===== config.mk =====
export PLATFORM = sky130hd
export DESIGN_NAME = alu_exec_unit_flat
export DESIGN_NICKNAME = d
export VERILOG_FILES = /design/src/rtl/sher_alu_pkg.sv /design/src/rtl/alu_exec_unit_if.sv /design/src/rtl/alu_comb.sv /design/src/rtl/alu_exec_unit.sv /design/src/flat_wrapper.sv
export SDC_FILE = /design/constraint.sdc
export NUM_CORES = 1
export LEC_CHECK = 0
export BUFFER_PORTS_ARGS = -buffer_cell sky130_fd_sc_hd__buf_2
export CORE_MARGIN = 2
export CORE_UTILIZATION = 43
export CTS_CLUSTER_SIZE = 24
export DETAILED_ROUTE_END_ITERATION = 6
export PLACE_DENSITY = 0.62
export SLEW_MARGIN = 20
export SYNTH_ARGS = -nofsm -noshare
export SYNTH_HDL_FRONTEND = slang
export SYNTH_SLANG_ARGS = --single-unit

===== constraint.sdc =====
create_clock -name clk -period 4.9 [get_ports clk]
set_clock_uncertainty 0.05 [all_clocks]
set_input_delay 0.735 -clock clk [delete_from_list [all_inputs] [get_ports clk]]
set_output_delay 0.735 -clock clk [all_outputs]
set_load 0.05 [all_outputs]

===== src/rtl/sher_alu_pkg.sv =====
// Shared constants and FSM encoding for the
// iterative-shift ALU execution unit.
package sher_alu_pkg;

  localparam logic [2:0] FUNCT3_ADD = 3'd0;
  localparam logic [2:0] FUNCT3_SUB = 3'd1;
  localparam logic [2:0] FUNCT3_OR  = 3'd2;
  localparam logic [2:0] FUNCT3_AND = 3'd3;
  localparam logic [2:0] FUNCT3_XOR = 3'd4;
  localparam logic [2:0] FUNCT3_SLL = 3'd5;
  localparam logic [2:0] FUNCT3_SRL = 3'd6;
  localparam logic [2:0] FUNCT3_SLT = 3'd7;

  typedef enum logic [1:0] {
    IDLE = 2'd0,
    EXEC = 2'd1,
    DONE = 2'd2
  } state_t;

endpackage


===== src/rtl/alu_exec_unit_if.sv =====
// Operand/result handshake bundle between
// register-file read and writeback.
interface alu_exec_unit_if #(
  parameter int WIDTH = 16
);

  logic             in_valid;
  logic             in_ready;
  logic [WIDTH-1:0] in_a;
  logic [WIDTH-1:0] in_b;
  logic [2:0]       funct3;
  logic             out_valid;
  logic             out_ready;
  logic [WIDTH-1:0] result;
  logic             eq;
  logic             lt;
  logic             busy;

  modport master (
    output in_valid, in_a, in_b, funct3,
    output out_ready,
    input  in_ready, out_valid, result,
    input  eq, lt, busy
  );

  modport slave (
    input  in_valid, in_a, in_b, funct3,
    input  out_ready,
    output in_ready, out_valid, result,
    output eq, lt, busy
  );

endinterface


===== src/rtl/alu_comb.sv =====
// Combinational funct3 ALU with equality and
// configurable signed/unsigned less-than.
module alu_comb
  import sher_alu_pkg::*;
#(
  parameter int WIDTH      = 16,
  parameter bit CMP_SIGNED = 1'b1
) (
  input  logic [WIDTH-1:0] i_a,
  input  logic [WIDTH-1:0] i_b,
  input  logic [2:0]       i_op,
  output logic [WIDTH-1:0] o_res,
  output logic             o_eq,
  output logic             o_lt
);

  logic w_lt;

  generate
    if (CMP_SIGNED) begin : g_signed
      assign w_lt = $signed(i_a) < $signed(i_b);
    end else begin : g_unsigned
      assign w_lt = i_a < i_b;
    end
  endgenerate

  assign o_eq = (i_a == i_b);
  assign o_lt = w_lt;

  // Shift ops are sequenced by the caller.
  always_comb begin
    o_res = i_a;
    unique case (i_op)
      FUNCT3_ADD: o_res = i_a + i_b;
      FUNCT3_SUB: o_res = i_a - i_b;
      FUNCT3_OR:  o_res = i_a | i_b;
      FUNCT3_AND: o_res = i_a & i_b;
      FUNCT3_XOR: o_res = i_a ^ i_b;
      FUNCT3_SLT:
        o_res = {{(WIDTH-1){1'b0}}, w_lt};
      default:    o_res = i_a;
    endcase
  end

endmodule


===== src/rtl/alu_exec_unit.sv =====
// Handshaked ALU stage: latches operands, runs one
// op (shifts 1 bit/cycle), holds ALUOUT until taken.
module alu_exec_unit
  import sher_alu_pkg::*;
#(
  parameter int WIDTH      = 16,
  parameter bit CMP_SIGNED = 1'b1
) (
  input logic         clk,
  input logic         reset,
  alu_exec_unit_if.slave bus
);

  localparam int SHW = $clog2(WIDTH);

  state_t           r_state;
  state_t           w_next;
  logic [WIDTH-1:0] r_a;
  logic [WIDTH-1:0] r_b;
  logic [WIDTH-1:0] r_sh;
  logic [WIDTH-1:0] r_res;
  logic [2:0]       r_op;
  logic [SHW-1:0]   r_cnt;
  logic             r_sh_zero;
  logic             r_eq;
  logic             r_lt;

  logic             w_accept;
  logic             w_is_shift;
  logic             w_last;
  logic [SHW-1:0]   w_amt;
  logic [WIDTH-1:0] w_sh_next;
  logic [WIDTH-1:0] w_alu;
  logic             w_eq;
  logic             w_lt;

  alu_comb #(
    .WIDTH      (WIDTH),
    .CMP_SIGNED (CMP_SIGNED)
  ) u_alu (
    .i_a   (r_a),
    .i_b   (r_b),
    .i_op  (r_op),
    .o_res (w_alu),
    .o_eq  (w_eq),
    .o_lt  (w_lt)
  );

  assign w_amt = bus.in_b[SHW-1:0];
  assign w_accept =
    (r_state == IDLE) && bus.in_valid;
  assign w_is_shift =
    (r_op == FUNCT3_SLL) || (r_op == FUNCT3_SRL);
  assign w_last =
    !w_is_shift || (r_cnt == SHW'(1));

  // r_sh is a working copy so eq/lt see r_a unshifted.
  assign w_sh_next =
    r_sh_zero            ? r_sh :
    (r_op == FUNCT3_SLL) ? (r_sh << 1) :
                           (r_sh >> 1);

  always_comb begin
    w_next = r_state;
    unique case (r_state)
      IDLE:    if (bus.in_valid) w_next = EXEC;
      EXEC:    if (w_last) w_next = DONE;
      DONE:    if (bus.out_ready) w_next = IDLE;
      default: w_next = IDLE;
    endcase
  end

  always_ff @(posedge clk or negedge reset) begin
    if (!reset) r_state <= IDLE;
    else        r_state <= w_next;
  end

  always_ff @(posedge clk or negedge reset) begin
    if (!reset) begin
      r_a       <= '0;
      r_b       <= '0;
      r_sh      <= '0;
      r_res     <= '0;
      r_op      <= '0;
      r_cnt     <= '0;
      r_sh_zero <= 1'b0;
      r_eq      <= 1'b0;
      r_lt      <= 1'b0;
    end else if (w_accept) begin
      r_a       <= bus.in_a;
      r_b       <= bus.in_b;
      r_sh      <= bus.in_a;
      r_op      <= bus.funct3;
      r_sh_zero <= (w_amt == '0);
      r_cnt     <= (w_amt == '0) ? SHW'(1) : w_amt;
    end else if (r_state == EXEC) begin
      if (w_is_shift) begin
        r_sh  <= w_sh_next;
        r_cnt <= r_cnt - SHW'(1);
      end
      if (w_last) begin
        r_res <= w_is_shift ? w_sh_next : w_alu;
        r_eq  <= w_eq;
        r_lt  <= w_lt;
      end
    end
  end

  assign bus.in_ready  = (r_state == IDLE);
  assign bus.out_valid = (r_state == DONE);
  assign bus.busy      = (r_state == EXEC);
  assign bus.result    = r_res;
  assign bus.eq        = r_eq;
  assign bus.lt        = r_lt;

endmodule

===== src/flat_wrapper.sv =====
// flat-port wrapper written by rule: the top's interface ports become plain ports
module alu_exec_unit_flat import sher_alu_pkg::*;
#(
  parameter int WIDTH      = 16,
  parameter bit CMP_SIGNED = 1'b1
)
  (clk, reset, bus_in_valid, bus_in_a, bus_in_b, bus_funct3, bus_out_ready, bus_in_ready, bus_out_valid, bus_result, bus_eq, bus_lt, bus_busy);
  alu_exec_unit_if #(.WIDTH(WIDTH)) bus_i ();
  input logic clk;
  input logic reset;
  input wire logic [$bits(bus_i.in_valid)-1:0] bus_in_valid;
  input wire logic [$bits(bus_i.in_a)-1:0] bus_in_a;
  input wire logic [$bits(bus_i.in_b)-1:0] bus_in_b;
  input wire logic [$bits(bus_i.funct3)-1:0] bus_funct3;
  input wire logic [$bits(bus_i.out_ready)-1:0] bus_out_ready;
  output wire logic [$bits(bus_i.in_ready)-1:0] bus_in_ready;
  output wire logic [$bits(bus_i.out_valid)-1:0] bus_out_valid;
  output wire logic [$bits(bus_i.result)-1:0] bus_result;
  output wire logic [$bits(bus_i.eq)-1:0] bus_eq;
  output wire logic [$bits(bus_i.lt)-1:0] bus_lt;
  output wire logic [$bits(bus_i.busy)-1:0] bus_busy;
  assign bus_i.in_valid = bus_in_valid;
  assign bus_i.in_a = bus_in_a;
  assign bus_i.in_b = bus_in_b;
  assign bus_i.funct3 = bus_funct3;
  assign bus_i.out_ready = bus_out_ready;
  assign bus_in_ready = bus_i.in_ready;
  assign bus_out_valid = bus_i.out_valid;
  assign bus_result = bus_i.result;
  assign bus_eq = bus_i.eq;
  assign bus_lt = bus_i.lt;
  assign bus_busy = bus_i.busy;
  alu_exec_unit #(.WIDTH(WIDTH), .CMP_SIGNED(CMP_SIGNED)) u_core (.clk(clk), .reset(reset), .bus(bus_i));
endmodule

==> results of run 1 <==
[synth_stat cells, types with 3 or more instances]
| cell type | instances |
|---|---|
| dfrtp_1 | 76 |
| o21a_1 | 4 |
| a211oi_1 | 7 |
| a22o_1 | 5 |
| mux2i_1 | 23 |
| o21ai_1 | 4 |
| xnor2_1 | 11 |
| nor3_1 | 13 |
| o22ai_1 | 10 |
| nand2b_1 | 4 |
| buf_4 | 4 |
| o31a_1 | 3 |
| nand3_1 | 6 |
| nor2_2 | 3 |
| a31oi_1 | 5 |
| a21oi_1 | 48 |
| buf_2 | 12 |
| nor2b_1 | 5 |
| a221oi_1 | 9 |
| o311ai_1 | 4 |
| clkbuf_1 | 29 |
| or3_1 | 3 |
| ha_1 | 53 |
| xor2_1 | 3 |
| nor4_1 | 5 |
| o211ai_1 | 6 |
| o21bai_1 | 5 |
| or2_2 | 3 |
| o31ai_1 | 9 |
| a22oi_1 | 5 |
| o221a_2 | 3 |
| and2_1 | 4 |
| nand2_1 | 92 |
| nor2_1 | 45 |
| mux2_2 | 12 |
| o21ai_0 | 82 |
| inv_1 | 53 |
| a21o_1 | 10 |
| and3_1 | 3 |
[cell type report]
cell class / count / area [um2]
clock buffer: 9 / 225.2
clock inverter: 7 / 103.9
fill: 1413 / 7073
inverter: 54 / 202.7
multi-input combinational: 546 / 3710
sequential: 76 / 1902
tap: 180 / 225.2
timing repair buffer: 63 / 331.6
[worst paths after layout]
path,slack (ns),cells after the start,startpoint,endpoint
max in group asynchronous,3.92,1,reset,u_core.bus.result[15]$_DFFE_PN0P_
setup reg to reg,1.68,6,u_core.r_op[0]$_DFFE_PN0P_,u_core.r_sh[6]$_DFFE_PN0P_
hold reg to reg,0.44,2,u_core.bus.result[1]$_DFFE_PN0P_,u_core.bus.result[1]$_DFFE_PN0P_
hold / removal,0.34,1,reset,u_core.r_a[7]$_DFFE_PN0P_
min in group clk,0.44,2,u_core.bus.result[1]$_DFFE_PN0P_,u_core.bus.result[1]$_DFFE_PN0P_
setup / recovery,1.68,6,u_core.r_op[0]$_DFFE_PN0P_,u_core.r_sh[6]$_DFFE_PN0P_
[stage by stage]
stage          setup WS [ns]  hold WS (ns)
2_1_floorplan          2.388        0.3894
4_1_cts                1.709        0.4417
6_report               1.684        0.3356
3_3_place_gp           1.788        0.4097
5_1_grt                1.452        0.4071
3_5_place_dp           1.738        0.4264
[cells in the final DEF (no fill, tap or decap), types with 6 or more instances in the layout]
cell type / n
o22ai_1: 10
nor2_1: 45
inv_1: 53
ha_1: 53
clkbuf_16: 9
o211ai_1: 6
mux2_2: 12
a21oi_1: 48
o21ai_0: 81
mux2i_1: 23
xnor2_1: 11
dfrtp_1: 76
a221oi_1: 9
nand2_1: 92
nor3_1: 13
o31ai_1: 9
nand3_1: 6
a21o_1: 10
a211oi_1: 7
buf_2: 58
[kinds of logic after synthesis]
logic type / share of synthesized area, %
flip-flops: 31.59
AO/OA/AOI/OAI: 27.49
buffers and inverters: 6.879
AND/OR/NAND/NOR: 14.26
XOR/XNOR: 2.037
adder cells (fa/ha/maj): 11.68
multiplexers: 6.068
[metal layers]
layer	part of all wire, %	routed length, um	up-vias	track usage (%)
met3	5.7	1068	36	3.810
li1	-	-	2631	-
met1	46	8519	2688	36.33
met5	0	0	-	0
met4	3.3	624	0	12.07
met2	45	8511	207	40.38
[state kept, by name, indices dropped and copies added (netlist names)]
| register | count |
|---|---|
| u_core.r_b | 16 |
| u_core.r_a | 16 |
| u_core.r_sh | 16 |
| u_core.r_op | 3 |
| u_core.r_sh_zero | 1 |
| u_core.bus.lt | 1 |
| u_core.r_cnt | 4 |
| u_core.bus.result | 16 |
| u_core.bus.eq | 1 |
| u_core.r_state | 2 |
[worst register-to-register path, delay by kind of cell, from the launching register on]
family          cells  cell delay, ns
simple gates        3            1.45
xor+xnor            1            0.23
flops               1            1.01
mux                 1            0.24
compound gates      1            0.09
==> results.sh, run 1 <==
export IMPL_period_needed_ns=3.216
export IMPL_cts_htree_levels=3
export IMPL_synth_area_top_cells="dfrtp_1, ha_1, o21ai_0"
export IMPL_synth_top_cell_by_area="dfrtp_1"
export IMPL_maxCapViolations=0
export IMPL_crit_path_end_kind="register"
export IMPL_synth_seq_cells=76
export IMPL_synth_edf_count=0
export IMPL_synth_top_area_share_pct=31.59
export IMPL_min_delay_path_class="in -> async"
export IMPL_drtIter0Drc=378
export IMPL_drt_antenna_violating_nets=0
export IMPL_worstPathRequired_ns=5.06
export IMPL_worstPathMaxFanout=27
export IMPL_worst_setup_hold_path_clk_slew_ns=0.07
export IMPL_residual_drc_count=0
export IMPL_cts_sinks=76
export IMPL_setup_fix_buffers_added_after_clock_tree_synthesis=0
export IMPL_wire_length_of_the_first_global_routing_pass_mm=29.88
export IMPL_detail_route_first_pass_iterations=5
export IMPL_report_final_hold_viol_count=0
export IMPL_crit_buf_inv=0
export IMPL_layout_nets=844
export IMPL_place_hpwl_mm=13.87
export IMPL_cells_along_the_critical_path="xor2_1, and2_1, nand2_1, nor2_2, mux2i_1, o21ai_0"
export IMPL_routabilityCongestion=0.9728
export IMPL_setup_violations=0
export IMPL_start_util_pct=43.71
export IMPL_numCtsBuffers=9
export IMPL_timing_worst_setup_path_type="reg -> reg"
export IMPL_die_height_um=122.3
export IMPL_placed_cell_area_um2=6367
export IMPL_gr_total_overflow=0
export IMPL_maxSlewViolCount=0
export IMPL_ys_warn_count=0
export IMPL_synth_sequential_area_ratio_pct=31.59
export IMPL_mapped_nets=818
export IMPL_cts_root_buf="clkbuf_16"
export IMPL_row_count=43
export IMPL_io_pin_count=60
export IMPL_syn_avg_cell_area_um2=8.316
export IMPL_cp_slowest_cell="dfrtp_1"
export IMPL_grt_max_degree=77
export IMPL_setup_repair_after_global_routing_missed_its_margin="false"
export IMPL_groute_usage_overall_pct=26.22
export IMPL_worstMarginPinSlew_ns=1.021
export IMPL_ys_flop_type="dfrtp_1"
export IMPL_worst_ep_arrival_time_ns=3.38
export IMPL_tns_ns=0
export IMPL_area_growth_synth_to_final_pct=11.28
export IMPL_post_syn_instances=724
export IMPL_slew_headroom_pct=31.91
export IMPL_clk_path_buf_depth=2
export IMPL_layout_cells_excl_fill=935
export IMPL_cp_slowest_stage_delay_ns=1.01
export IMPL_portBuffers=59
export IMPL_numPlacedInstances=919
export IMPL_synth_async_sr_flop_share_pct=100.0
export IMPL_postLayoutCoreUtil_pct=48.65
export IMPL_fp_dieArea_um2=14960
export IMPL_clock_insertion_delay_worst_skew_ns=0.36
export IMPL_wire_per_inst_um=20.02
export IMPL_cts_hold_buffers_added=0
export IMPL_outcome="complete, no violations"
export IMPL_setup_worst_path_start_class="register"
export IMPL_layout_drive_gt1_share_pct=15.23
export IMPL_first_global_vias=5380
export IMPL_route_detailed_vias_per_inst=5.949
export IMPL_antenna_violations_before_repair=0
export IMPL_worst_path_dominant_cell_family="simple AND/OR/NAND/NOR gates"
export IMPL_clock_fmax_ghz=0.3109
export IMPL_cts_resized_gates=0
export IMPL_dr_total_vias=5562
export IMPL_chipWidth_um=122.3
export IMPL_final_period_utilization_pct=65.64
export IMPL_core_area_um2=13770
export IMPL_ys_types=75
export IMPL_insertedDiodeCount=0
export IMPL_wl_final_mm=18.72
export IMPL_final_cell_area_um2=6700
export IMPL_cts_tree="yes"
export IMPL_mappedNetlistArea_um2=6021
Power of run 1 is not shown: default switching activity piles up to over one toggle a cycle in this logic, so the estimate is an artifact.
==> run 2, diff against run 1 <==
Clock period 4.9 ns to 3 ns, I/O delays scaled along.
==> run 2 against run 1 <==
  * Fmax grew 16%
  * Hold slack lost 0.26 ns
  * Non-clock buffer count grew 24
  * Via count grew 1.6%
  * Global-route usage grew 0.20 points
  * Wire length grew 1.1%
  * Clock-buffer cell count grew 2
==> results.sh, run 2 (synthesis results as in run 1) <==
export IMPL_maxSlewViolCount=0
export IMPL_dr_total_vias=5653
export IMPL_core_area_um2=13770
export IMPL_most_used_cells_in_the_layout_excluding_fill_and_tap_cells="nand2_1, o21ai_0, dfrtp_1"
export IMPL_cts_hold_buffers_added=0
export IMPL_routabilityCongestion=0.9239
export IMPL_detail_route_first_pass_iterations=5
export IMPL_place_hpwl_mm=14.33
export IMPL_worst_ep_arrival_time_ns=2.95
export IMPL_insertedDiodeCount=0
export IMPL_setup_violations=0
export IMPL_cts_sinks=76
export IMPL_die_height_um=122.3
export IMPL_worstPathRequired_ns=3.18
export IMPL_worstPathMaxFanout=4
export IMPL_route_detailed_vias_per_inst=5.895
export IMPL_maxCapViolations=0
export IMPL_cts_root_buf="clkbuf_16"
export IMPL_grt_max_degree=77
export IMPL_chipWidth_um=122.3
export IMPL_crit_path_end_kind="register"
export IMPL_start_util_pct=43.71
export IMPL_crit_reg2reg_launch="u_core.r_a[1]$_DFFE_PN0P_"
export IMPL_wl_final_mm=18.94
export IMPL_tns_ns=0
export IMPL_layout_nets=868
export IMPL_rr_worst_depth=9
export IMPL_report_final_hold_viol_count=0
export IMPL_drtIter0Drc=511
export IMPL_clock_insertion_delay_worst_skew_ns=0.36
export IMPL_worstMarginPinSlew_ns=0.7386
export IMPL_postLayoutCoreUtil_pct=50.01
export IMPL_portBuffers=59
export IMPL_regToRegSetupSlack_ns=0.23
export IMPL_row_count=43
export IMPL_worst_setup_hold_path_clk_slew_ns=0.06
export IMPL_setup_repair_after_global_routing_missed_its_margin="false"
export IMPL_residual_drc_count=0
export IMPL_numCtsBuffers=9
export IMPL_timing_worst_setup_path_type="reg -> reg"
export IMPL_clk_path_buf_depth=2
export IMPL_outcome="complete, no violations"
export IMPL_cts_resized_gates=0
export IMPL_wire_per_inst_um=19.75
export IMPL_min_delay_path_class="in -> async"
export IMPL_first_global_vias=5637
export IMPL_fp_dieArea_um2=14960
export IMPL_drt_antenna_violating_nets=0
export IMPL_setup_worst_path_start_class="register"
export IMPL_layout_drive_gt1_share_pct=17.97
export IMPL_clock_fmax_ghz=0.3610
export IMPL_area_growth_synth_to_final_pct=14.40
export IMPL_cts_htree_levels=3
export IMPL_mostFrequentLayoutCell="nand2_1"
export IMPL_gr_total_overflow=0
export IMPL_final_period_utilization_pct=92.33
export IMPL_setup_fix_buffers_added_after_clock_tree_synthesis=0
export IMPL_antenna_violations_before_repair=0
export IMPL_cts_tree="yes"
export IMPL_io_pin_count=60
export IMPL_wire_length_of_the_first_global_routing_pass_mm=30.13
export IMPL_slew_headroom_pct=50.76
export IMPL_worstReg2RegEnd="u_core.bus.result[15]$_DFFE_PN0P_"
export IMPL_groute_usage_overall_pct=26.43
export IMPL_period_needed_ns=2.770
-- run 2: layout make-up --
cell class / count / area, um2
Inverter: 54 / 202.7
Sequential cell: 76 / 1902
Fill cell: 1381 / 6885
Timing Repair Buffer: 87 / 511.7
Tap cell: 180 / 225.2
Multi-Input combinational cell: 546 / 3719
Clock inverter: 5 / 85.08
Clock buffer: 11 / 242.7
-- run 2: worst max-delay path, stage by stage (launching register included) --
cell and delay, ns:
dfrtp_1 0.43, inv_1 0.13, ha_1 0.37, nor2_1 0.09, o311ai_2 0.38, a311oi_2 0.25, a2111oi_4 0.40, mux2i_1 0.12
a211oi_1 0.28, o22ai_1 0.12
-- run 2: per-layer routing --
| metal | global-route usage, % | vias to the layer above | part of all wire (%) |
|---|---|---|---|
| li1 | - | 2674 | - |
| met1 | 36.15 | 2720 | 45 |
| met2 | 40.90 | 217 | 46 |
| met3 | 3.346 | 42 | 5.4 |
| met4 | 13.65 | 0 | 3.8 |
| met5 | 0 | - | 0 |
-- run 2: how the worst max path moves through the flow --
stage	from	to	slack (ns)	cells after the start
after CTS	u_core.r_b[0]$_DFFE_PN0P_	u_core.bus.result[14]$_DFFE_PN0P_	0.19	9
final	u_core.r_a[1]$_DFFE_PN0P_	u_core.bus.result[15]$_DFFE_PN0P_	0.23	9
after global placement	u_core.r_b[1]$_DFFE_PN0P_	u_core.bus.result[15]$_DFFE_PN0P_	0.25	9
after detailed placement	u_core.r_b[0]$_DFFE_PN0P_	u_core.bus.result[14]$_DFFE_PN0P_	0.21	9
after floorplan	u_core.r_b[0]$_DFFE_PN0P_	u_core.bus.result[14]$_DFFE_PN0P_	0.49	9
after global routing	u_core.r_b[1]$_DFFE_PN0P_	u_core.bus.result[15]$_DFFE_PN0P_	0.06	9
-- run 2: metrics by stage --
stage / hold WS (ns) / setup slack [ns] / std cells / area (um2)
3_5_place_dp: 0.4186 / 0.2077 / 943 / 6548
5_1_grt: 0.1472 / 0.05691 / 959 / 6888
4_1_cts: 0.2407 / 0.1939 / 959 / 6875
3_3_place_gp: 0.4094 / 0.2508 / 943 / 6548
2_1_floorplan: 0.1044 / 0.4884 / 724 / 6021
6_report: 0.07601 / 0.2302 / 959 / 6888
Power of run 2 is left out for the same reason.
==> run 3, diff against run 2 <==
Settings changed: RECOVER_POWER set to 25.
==> run 3 against run 2 <==
  * The run now ends with capacitance limit, slew limit left
  * Wire length stayed put
  * Global-route usage stayed put
  * Setup slack stayed put
  * Critical path depth stayed put
  * Non-clock buffer count stayed put
  * Die area stayed put
  * Cell area hardly changed
  * Critical path type unchanged
  * Critical endpoint unchanged
==> results.sh, run 3 (synthesis results as in run 1) <==
export IMPL_most_used_cells_in_the_layout_excluding_fill_and_tap_cells="nand2_1, o21ai_0, dfrtp_1"
export IMPL_min_delay_worst_endpoint="u_core.r_b[15]$_DFFE_PN0P_"
export IMPL_final_period_utilization_pct=92.33
export IMPL_setup_repair_after_global_routing_missed_its_margin="false"
export IMPL_wire_length_of_the_first_global_routing_pass_mm=30.13
export IMPL_wl_final_mm=18.94
export IMPL_worstMarginPinSlew_ns=2.001
export IMPL_area_growth_synth_to_final_pct=14.30
export IMPL_route_detailed_vias_per_inst=5.894
export IMPL_fp_dieArea_um2=14960
export IMPL_slew_headroom_pct=-33.38
export IMPL_worst_ep_arrival_time_ns=2.95
export IMPL_chipWidth_um=122.3
export IMPL_cp_slowest_stage_delay_ns=0.43
export IMPL_drtIter0Drc=511
export IMPL_cts_root_buf="clkbuf_16"
export IMPL_residual_drc_count=0
export IMPL_report_final_hold_viol_count=0
export IMPL_start_util_pct=43.71
export IMPL_routabilityCongestion=0.9239
export IMPL_first_global_vias=5637
export IMPL_setup_worst_path_start_class="register"
export IMPL_cells_along_the_critical_path="inv_1, ha_1, nor2_1, o311ai_2, a311oi_2, a2111oi_4, mux2i_1, a211oi_1, o22ai_1"
export IMPL_mostFrequentLayoutCell="nand2_1"
export IMPL_worstHoldStart="bus_in_b[15]"
export IMPL_grt_max_degree=77
export IMPL_dr_total_vias=5652
export IMPL_io_pin_count=60
export IMPL_core_area_um2=13770
export IMPL_groute_usage_overall_pct=26.43
export IMPL_pre_cts_ws_ns=0.2077
export IMPL_outcome="complete, but fails checks"
export IMPL_clock_fmax_ghz=0.3610
export IMPL_row_count=43
export IMPL_cts_htree_levels=3
export IMPL_portBuffers=59
export IMPL_place_hpwl_mm=14.33
export IMPL_hold_ws_ns=0.2462
export IMPL_drt_antenna_violating_nets=0
export IMPL_tns_ns=0
export IMPL_maxSlewViolCount=77
export IMPL_wire_per_inst_um=19.75
export IMPL_failed_checks="capacitance limit, slew limit"
export IMPL_layout_drive_gt1_share_pct=17.97
export IMPL_hold_depth=3
export IMPL_cp_slowest_cell="dfrtp_1"
export IMPL_detail_route_first_pass_iterations=5
export IMPL_layout_nets=868
export IMPL_crit_reg2reg_launch="u_core.r_a[1]$_DFFE_PN0P_"
export IMPL_cts_hold_buffers_added=0
export IMPL_worstReg2RegEnd="u_core.bus.result[15]$_DFFE_PN0P_"
export IMPL_die_height_um=122.3
export IMPL_cts_tree="yes"
export IMPL_cts_sinks=76
export IMPL_maxCapViolations=1
export IMPL_setup_violations=0
export IMPL_insertedDiodeCount=0
export IMPL_rr_worst_depth=9
export IMPL_numCtsBuffers=9
export IMPL_timing_worst_setup_path_type="reg -> reg"
export IMPL_regToRegSetupSlack_ns=0.23
export IMPL_worstPathRequired_ns=3.18
export IMPL_crit_path_end_kind="register"
export IMPL_clock_insertion_delay_worst_skew_ns=0.36
export IMPL_worstPathMaxFanout=4
export IMPL_gr_total_overflow=0
export IMPL_final_critical_path_setup_slack_ns=0.2302
export IMPL_worst_setup_hold_path_clk_slew_ns=0.06
export IMPL_period_needed_ns=2.770
export IMPL_clk_path_buf_depth=2
export IMPL_antenna_violations_before_repair=0
export IMPL_min_delay_path_class="in -> reg"
[run 3: changes by cell type in the layout (fill, tap and decap cells not counted)]
cell,delta
buf_6,-1
clkbuf_2,+1
[run 3: repair_timing]
item                       in CTS  in global routing
setup buffers                   0                  0
setup endpoints to repair       0                  3
gates resized for setup         0                  2
[run 3: worst max path at each step]
stage                                    startpoint                                end  slack [ns]  cells after the start
after floorplan           u_core.r_b[0]$_DFFE_PN0P_  u_core.bus.result[14]$_DFFE_PN0P_        0.49                      9
after global placement    u_core.r_b[1]$_DFFE_PN0P_  u_core.bus.result[15]$_DFFE_PN0P_        0.25                      9
after detailed placement  u_core.r_b[0]$_DFFE_PN0P_  u_core.bus.result[14]$_DFFE_PN0P_        0.21                      9
after CTS                 u_core.r_b[0]$_DFFE_PN0P_  u_core.bus.result[14]$_DFFE_PN0P_        0.19                      9
after global routing      u_core.r_b[1]$_DFFE_PN0P_  u_core.bus.result[15]$_DFFE_PN0P_        0.06                      9
final                     u_core.r_a[1]$_DFFE_PN0P_  u_core.bus.result[15]$_DFFE_PN0P_        0.23                      9
[run 3: per-stage QoR]
step                cells  area (um2)  utilization [%]
finish                959        6882            49.96
global placement      943        6548            47.54
CTS                   959        6875            49.92
floorplan             724        6021                -
detailed placement    943        6548            47.54
global route          959        6882            49.96
[run 3: critical path: cells and delay by family (launching register included)]
kind / cells / cell delay [ns]
AOI/OAI and AO/OA: 5 / 1.43
adders and majority gates: 1 / 0.37
buffers and inverters: 1 / 0.13
DFF: 1 / 0.43
muxes: 1 / 0.12
and+or+nand+nor: 1 / 0.09
[run 3: area by class of cell]
cell class                 instances  area, um2
clock buffer                      11      242.7
inverter                          54      202.7
sequential                        76       1902
fill                            1383       6892
clock inverter                     5      85.08
timing repair buffer              87      505.5
tap                              180      225.2
multi-input combinational        546       3719
[run 3: layer usage]
metal / share of wire, % / up-vias / wire [um] / GRT usage, %
li1: - / 2674 / - / -
met1: 45 / 2719 / 8525 / 36.15
met2: 46 / 217 / 8661 / 40.90
met3: 5.4 / 42 / 1023 / 3.346
met4: 3.8 / 0 / 728 / 13.65
met5: 0 / - / 0 / 0
Power of run 3 is left out for the same reason.
